--- config.mk ---
export PLATFORM = sky130hd
export DESIGN_NAME = j17_control_unit
export DESIGN_NICKNAME = d
export VERILOG_FILES = /design/src/rtl/j17_control_unit.sv
export SDC_FILE = /design/constraint.sdc
export NUM_CORES = 1
export LEC_CHECK = 0
export ABC_CLOCK_PERIOD_IN_PS = 3700
export BUFFER_PORTS_ARGS = -buffer_cell sky130_fd_sc_hd__buf_2
export CAP_MARGIN = 20
export CORE_AREA = 2 2 88 90
export DETAILED_ROUTE_END_ITERATION = 12
export DIE_AREA = 0 0 90 92
export PLACE_DENSITY = 0.82
export SYNTH_ARGS = -nofsm -noshare
export SYNTH_HDL_FRONTEND = slang
export SYNTH_SLANG_ARGS = --single-unit
--- constraint.sdc ---
create_clock -name clock -period 3.7 [get_ports clock]
set_input_delay 0.185 -clock clock [delete_from_list [all_inputs] [get_ports clock]]
set_output_delay 0.185 -clock clock [all_outputs]
set_load 0.03 [all_outputs]
--- src/rtl/j17_control_unit.sv ---
// Multi-cycle fetch/decode/execute sequencer for the J17 datapath.
// Drives the datapath control bus and commits exactly once per instruction.
module j17_control_unit #(
   parameter int MEM_TIMEOUT = 16,
   parameter int CNT_W       = 16
) (
   input  logic             clock,
   input  logic             reset_n,
   input  logic             run,
   input  logic [31:0]      pc,
   output logic             imem_req,
   output logic [31:0]      imem_addr,
   input  logic             imem_ready,
   input  logic [31:0]      imem_rdata,
   input  logic             dmem_ready,
   output logic [4:0]       alucode,
   output logic [4:0]       op0,
   output logic [4:0]       op1,
   output logic [4:0]       op2,
   output logic             imControl,
   output logic             regenable,
   output logic [1:0]       ramenable,
   output logic [2:0]       pcControl,
   output logic [1:0]       writecode,
   output logic             dp_commit,
   output logic             halted,
   output logic [1:0]       fault,
   output logic [CNT_W-1:0] retired,
   output logic [2:0]       state_dbg
);

   // Handshake: imem_ready/dmem_ready are sampled on the posedge while the request
   // (imem_req or nonzero ramenable) is high; ready in the first request cycle is accepted.

   typedef enum logic [2:0] {
      S_IDLE, S_FETCH, S_DECODE, S_EXEC, S_MEM, S_COMMIT, S_HALT
   } state_t;

   localparam int TW = $clog2(MEM_TIMEOUT + 1);

   state_t         state, state_n;
   logic [31:11]   instr_q;
   logic [TW-1:0]  wait_cnt;
   logic           wr_q;
   logic [2:0]     pcc_q;
   logic [1:0]     ram_q;
   logic           timeout;

   logic           unused_low_bits;
   assign unused_low_bits = ^imem_rdata[10:0];

   logic [4:0]     opc;
   logic           d_legal, d_halt, d_alu, d_wr;
   logic [1:0]     d_wc, d_ram;
   logic [2:0]     d_pcc;

   assign opc = instr_q[31:27];

   always_comb begin
      d_legal = 1'b1;
      d_halt  = 1'b0;
      d_alu   = 1'b0;
      d_wr    = 1'b0;
      d_wc    = 2'd0;
      d_ram   = 2'b00;
      d_pcc   = 3'd0;
      if (opc <= 5'h0B) begin
         d_alu = 1'b1;
         d_wr  = 1'b1;
      end else begin
         case (opc)
            5'h10: begin d_wr = 1'b1; d_wc = 2'd1; end
            5'h11: begin d_wr = 1'b1; d_wc = 2'd2; d_ram = 2'b01; end
            5'h12: d_ram  = 2'b10;
            5'h13: d_halt = 1'b1;
            5'h18: d_legal = 1'b1;
            5'h19, 5'h1A, 5'h1B, 5'h1C, 5'h1D, 5'h1E, 5'h1F: d_pcc = opc[2:0];
            default: d_legal = 1'b0;
         endcase
      end
   end

   always_comb begin
      state_n = state;
      timeout = 1'b0;
      case (state)
         S_IDLE:   if (run) state_n = S_FETCH;
         S_FETCH: begin
            if (imem_ready) state_n = S_DECODE;
            else if (wait_cnt == TW'(MEM_TIMEOUT - 1)) begin
               state_n = S_HALT;
               timeout = 1'b1;
            end
         end
         S_DECODE: state_n = (!d_legal || d_halt) ? S_HALT : S_EXEC;
         S_EXEC:   state_n = (ram_q != 2'b00) ? S_MEM : S_COMMIT;
         S_MEM: begin
            if (dmem_ready) state_n = S_COMMIT;
            else if (wait_cnt == TW'(MEM_TIMEOUT - 1)) begin
               state_n = S_HALT;
               timeout = 1'b1;
            end
         end
         S_COMMIT: state_n = run ? S_FETCH : S_IDLE;
         S_HALT:   state_n = S_HALT;
         default:  state_n = S_IDLE;
      endcase
   end

   // Strobes are pure functions of state so nothing leaks outside COMMIT/MEM.
   always_comb begin
      imem_req  = (state == S_FETCH);
      imem_addr = (state == S_FETCH) ? pc : 32'd0;
      ramenable = (state == S_MEM) ? ram_q : 2'b00;
      dp_commit = (state == S_COMMIT);
      regenable = (state == S_COMMIT) && wr_q;
      pcControl = (state == S_COMMIT) ? pcc_q : 3'd0;
      halted    = (state == S_HALT);
      state_dbg = state;
   end

   always_ff @(posedge clock or negedge reset_n) begin
      if (!reset_n) begin
         state     <= S_IDLE;
         instr_q   <= '0;
         wait_cnt  <= '0;
         alucode   <= 5'd0;
         op0       <= 5'd0;
         op1       <= 5'd0;
         op2       <= 5'd0;
         imControl <= 1'b0;
         writecode <= 2'd0;
         wr_q      <= 1'b0;
         pcc_q     <= 3'd0;
         ram_q     <= 2'b00;
         fault     <= 2'b00;
         retired   <= '0;
      end else begin
         state <= state_n;
         if (state_n != state)
            wait_cnt <= '0;
         else if (state == S_FETCH || state == S_MEM)
            wait_cnt <= wait_cnt + TW'(1);
         if (state == S_FETCH && imem_ready)
            instr_q <= imem_rdata[31:11];
         if (state == S_DECODE) begin
            if (d_legal && !d_halt) begin
               alucode   <= d_alu ? opc : 5'd0;
               op0       <= instr_q[26:22];
               op1       <= instr_q[21:17];
               op2       <= instr_q[16:12];
               imControl <= instr_q[11];
               writecode <= d_wc;
               wr_q      <= d_wr;
               pcc_q     <= d_pcc;
               ram_q     <= d_ram;
            end else if (!d_legal) begin
               fault <= 2'b01;
            end
         end
         if (timeout)
            fault <= 2'b10;
         if (state == S_COMMIT && retired != '1)
            retired <= retired + CNT_W'(1);
      end
   end

endmodule

==> flow_metrics.tcl <==
set metrics [dict create \
    antenna_left 0 \
    failed_checks "hold timing" \
    grt_max_degree 76 \
    grt_pass1_wl_um 13250 \
    synth.distinct_cells 44 \
    hold_path.class "primary input to async pin" \
    die_y_um 92 \
    grt-ovfl-total 0 \
    maxCapViolations 0 \
    worstSetupEndpointType "register" \
    design_area_mm2 0.004568 \
    dr_total_vias 2846 \
    worstPathCellList "nor3b_2 -> and2_1 -> mux2_2" \
    postCtsHoldBufs 0 \
    ys_ff_latch 75 \
    place_area_mm2 0.004364 \
    cts_tree "built" \
    setup_slack_ns 1.384 \
    cts_resized 0 \
    tightest_slew_ns 1.042 \
    drtIter0Drc 155 \
    cp_num_buf_inv 0 \
    cp_top_family "simple AND/OR/NAND/NOR gates" \
    max_freq_mhz 431.7 \
    avgRoutedWirePerCell_um 13.99 \
    combPwrFrac 0.441 \
    rsz0062_at_grt "false" \
    area_growth_pct 26.73 \
    hold_viol 30 \
    num_rows 32 \
    antenna_cells 0 \
    clk_pin_slew_ns 0.07 \
    ys_async_sr_fraction 1.000 \
    crit_path_start_kind "register" \
    io-pin-count 154 \
    cts_root_buf "clkbuf_8" \
    cp_max_fo 23 \
    maxSlewHeadroom 0.3054 \
    status "complete, but fails checks" \
    whs_ns -0.02301 \
    clock_sinks 75 \
    hpwl_um 5751 \
    yosys.area.top_type "dfrtp_1" \
    post_cts_buffers 0 \
    ir_worst_vdd_mv 0.5054 \
    start_util 0.4840 \
    drv_slew 0 \
    slowest_delay_ns 0.84 \
    switching_power_mw 1.567 \
    ys_warn_count 0 \
    drc 0 \
    period_minus_slack_ns 2.316 \
    switching_share 0.4268 \
    synth_ff_type "dfrtp_1" \
    setup_viol 0 \
    syn-num-nets 399 \
    fin_skew_ns 0.007641 \
    synth-edff-count 0 \
    grt_use_total 0.1970 \
    place_congestion 0.8137 \
    cp.required_ns 3.93 \
    netlist.area_leader.share 0.5207 \
    cp_slowest_cell "and2_1" \
    die_area_mm2 0.008280 \
    vias_per_cell 4.993 \
    syn_area_mm2 0.003605 \
    final_nets 535 \
    post-route-period-util 0.6260 \
    clock_power_share 0.173 \
    cts_buffer_depth 2 \
    ys_seq_area_frac 0.5207 \
    reg2reg_depth 3 \
    routed_wl_um 7973 \
    fin_util 0.6134 \
    setup_tns_ns 0 \
    p_int_mw 2.104 \
    power-per-cell-area_mw_per_mm2 803.6 \
    die_width_um 90 \
    layout-drive-gt1-share 0.4316 \
    clock_latency_ns 0.34 \
    netlist_instances 327 \
    p_leak_nw 2.374 \
    critPathKind "register to register" \
    core_area_mm2 0.007447 \
    htreeDepth 3 \
    seq_power_share 0.385 \
    synth.area.top_cells "dfrtp_1 52%, mux2_2 12%, and2_1 6.8%, xor2_1 2.4%, nand2_1 2.3%" \
    place_ws_ns 1.359 \
    io_buffers 142 \
    antenna_found_initial 0 \
    critPathArrivalTime_ns 2.54 \
    dr.pass1.iters 5 \
    worstSetupPathDepth 3 \
    grt_pass1_vias 2780 \
    syn_avg_cell_area_um2 11.02 \
    cts_buffers 9 \
]
cell usage after synthesis (5+ instances only):
cell type	instances
a21oi_1	11
and2_1	39
buf_2	8
clkbuf_1	8
dfrtp_1	75
inv_1	11
mux2_2	37
nand2_1	22
nand3_1	10
nor2_1	16
o21ai_0	14
xnor2_1	5
xor2_1	10
final timing paths:
path | to | start | slack, ns
max | instr_q[20] | state_dbg[0] | 1.38
min in group clock | instr_q[16] | imem_rdata[16] | 0.07
max in group asynchronous | op0[2] | reset_n | 3.14
max reg2reg | instr_q[20] | state_dbg[0] | 1.38
min | retired[2] | reset_n | -0.02
min reg2reg | alucode[3] | alucode[3] | 0.47
power groups by stage:
stage               sequential [mW]  combinational (mW)  clock, mW
finish                         1.41                1.62      0.637
global route                   1.47                1.75      0.689
CTS                            1.42                1.64      0.658
detailed placement             1.43                1.63          0
global placement               1.40                1.58          0
floorplan                      1.58                1.03          0
area by class of cell:
class                   instances  area (um2)
fillers                       675        2879
flip-flops and latches         75        1877
multi-input cells             221        1583
repair buffers                145       735.7
clock buffers                  12       155.1
well taps                     102       127.6
clock inverters                 4       48.80
inverters                      11       41.29
registers in the layout (all words and copies together) (netlist names):
register and count:
wait_cnt 5, retired 16, op1 5, state_dbg 3
ram_q 1, op2 5, pcc_q 3, wr_q 1
alucode 5, instr_q 21, op0 5, fault 2
imControl 1, writecode 2
stage by stage:
step / total power [mW] / instances
6_report: 3.671 / 570
5_1_grt: 3.905 / 570
4_1_cts: 3.713 / 570
3_5_place_dp: 3.062 / 554
3_3_place_gp: 2.984 / 554
2_1_floorplan: 2.616 / 327
kinds of logic (layout without fill, tap and decap cells):
group | Yosys count | count (layout) | synth area share
simple gates | 123 | 123 | 0.2010
buf+inv | 31 | 172 | 0.04026
compound gates | 40 | 40 | 0.06734
mux | 40 | 40 | 0.1239
fa+ha+maj | 3 | 3 | 0.01041
flops | 75 | 75 | 0.5207
xor+xnor | 15 | 15 | 0.03644
placed cells by master (no fill, tap or decap), types with 5 or more instances in the layout:
cell type,netlist,final
o21ai_0,14,14
inv_1,11,11
nand3_1,10,10
dfrtp_1,75,75
mux2_2,37,37
xor2_1,10,10
xnor2_1,5,5
a21oi_1,11,11
and2_1,39,39
clkbuf_8,0,11
nand2_1,22,22
buf_2,8,141
nor2_1,16,16
metal layers:
metal	up-vias	GRT usage	part of all wire
met4	0	0.06410	0.015
met1	1355	0.2450	0.43
li1	1398	-	-
met5	-	0	0
met3	13	0.05916	0.060
met2	80	0.3308	0.49
No activity file was read; power rests on OpenSTA's default activity.
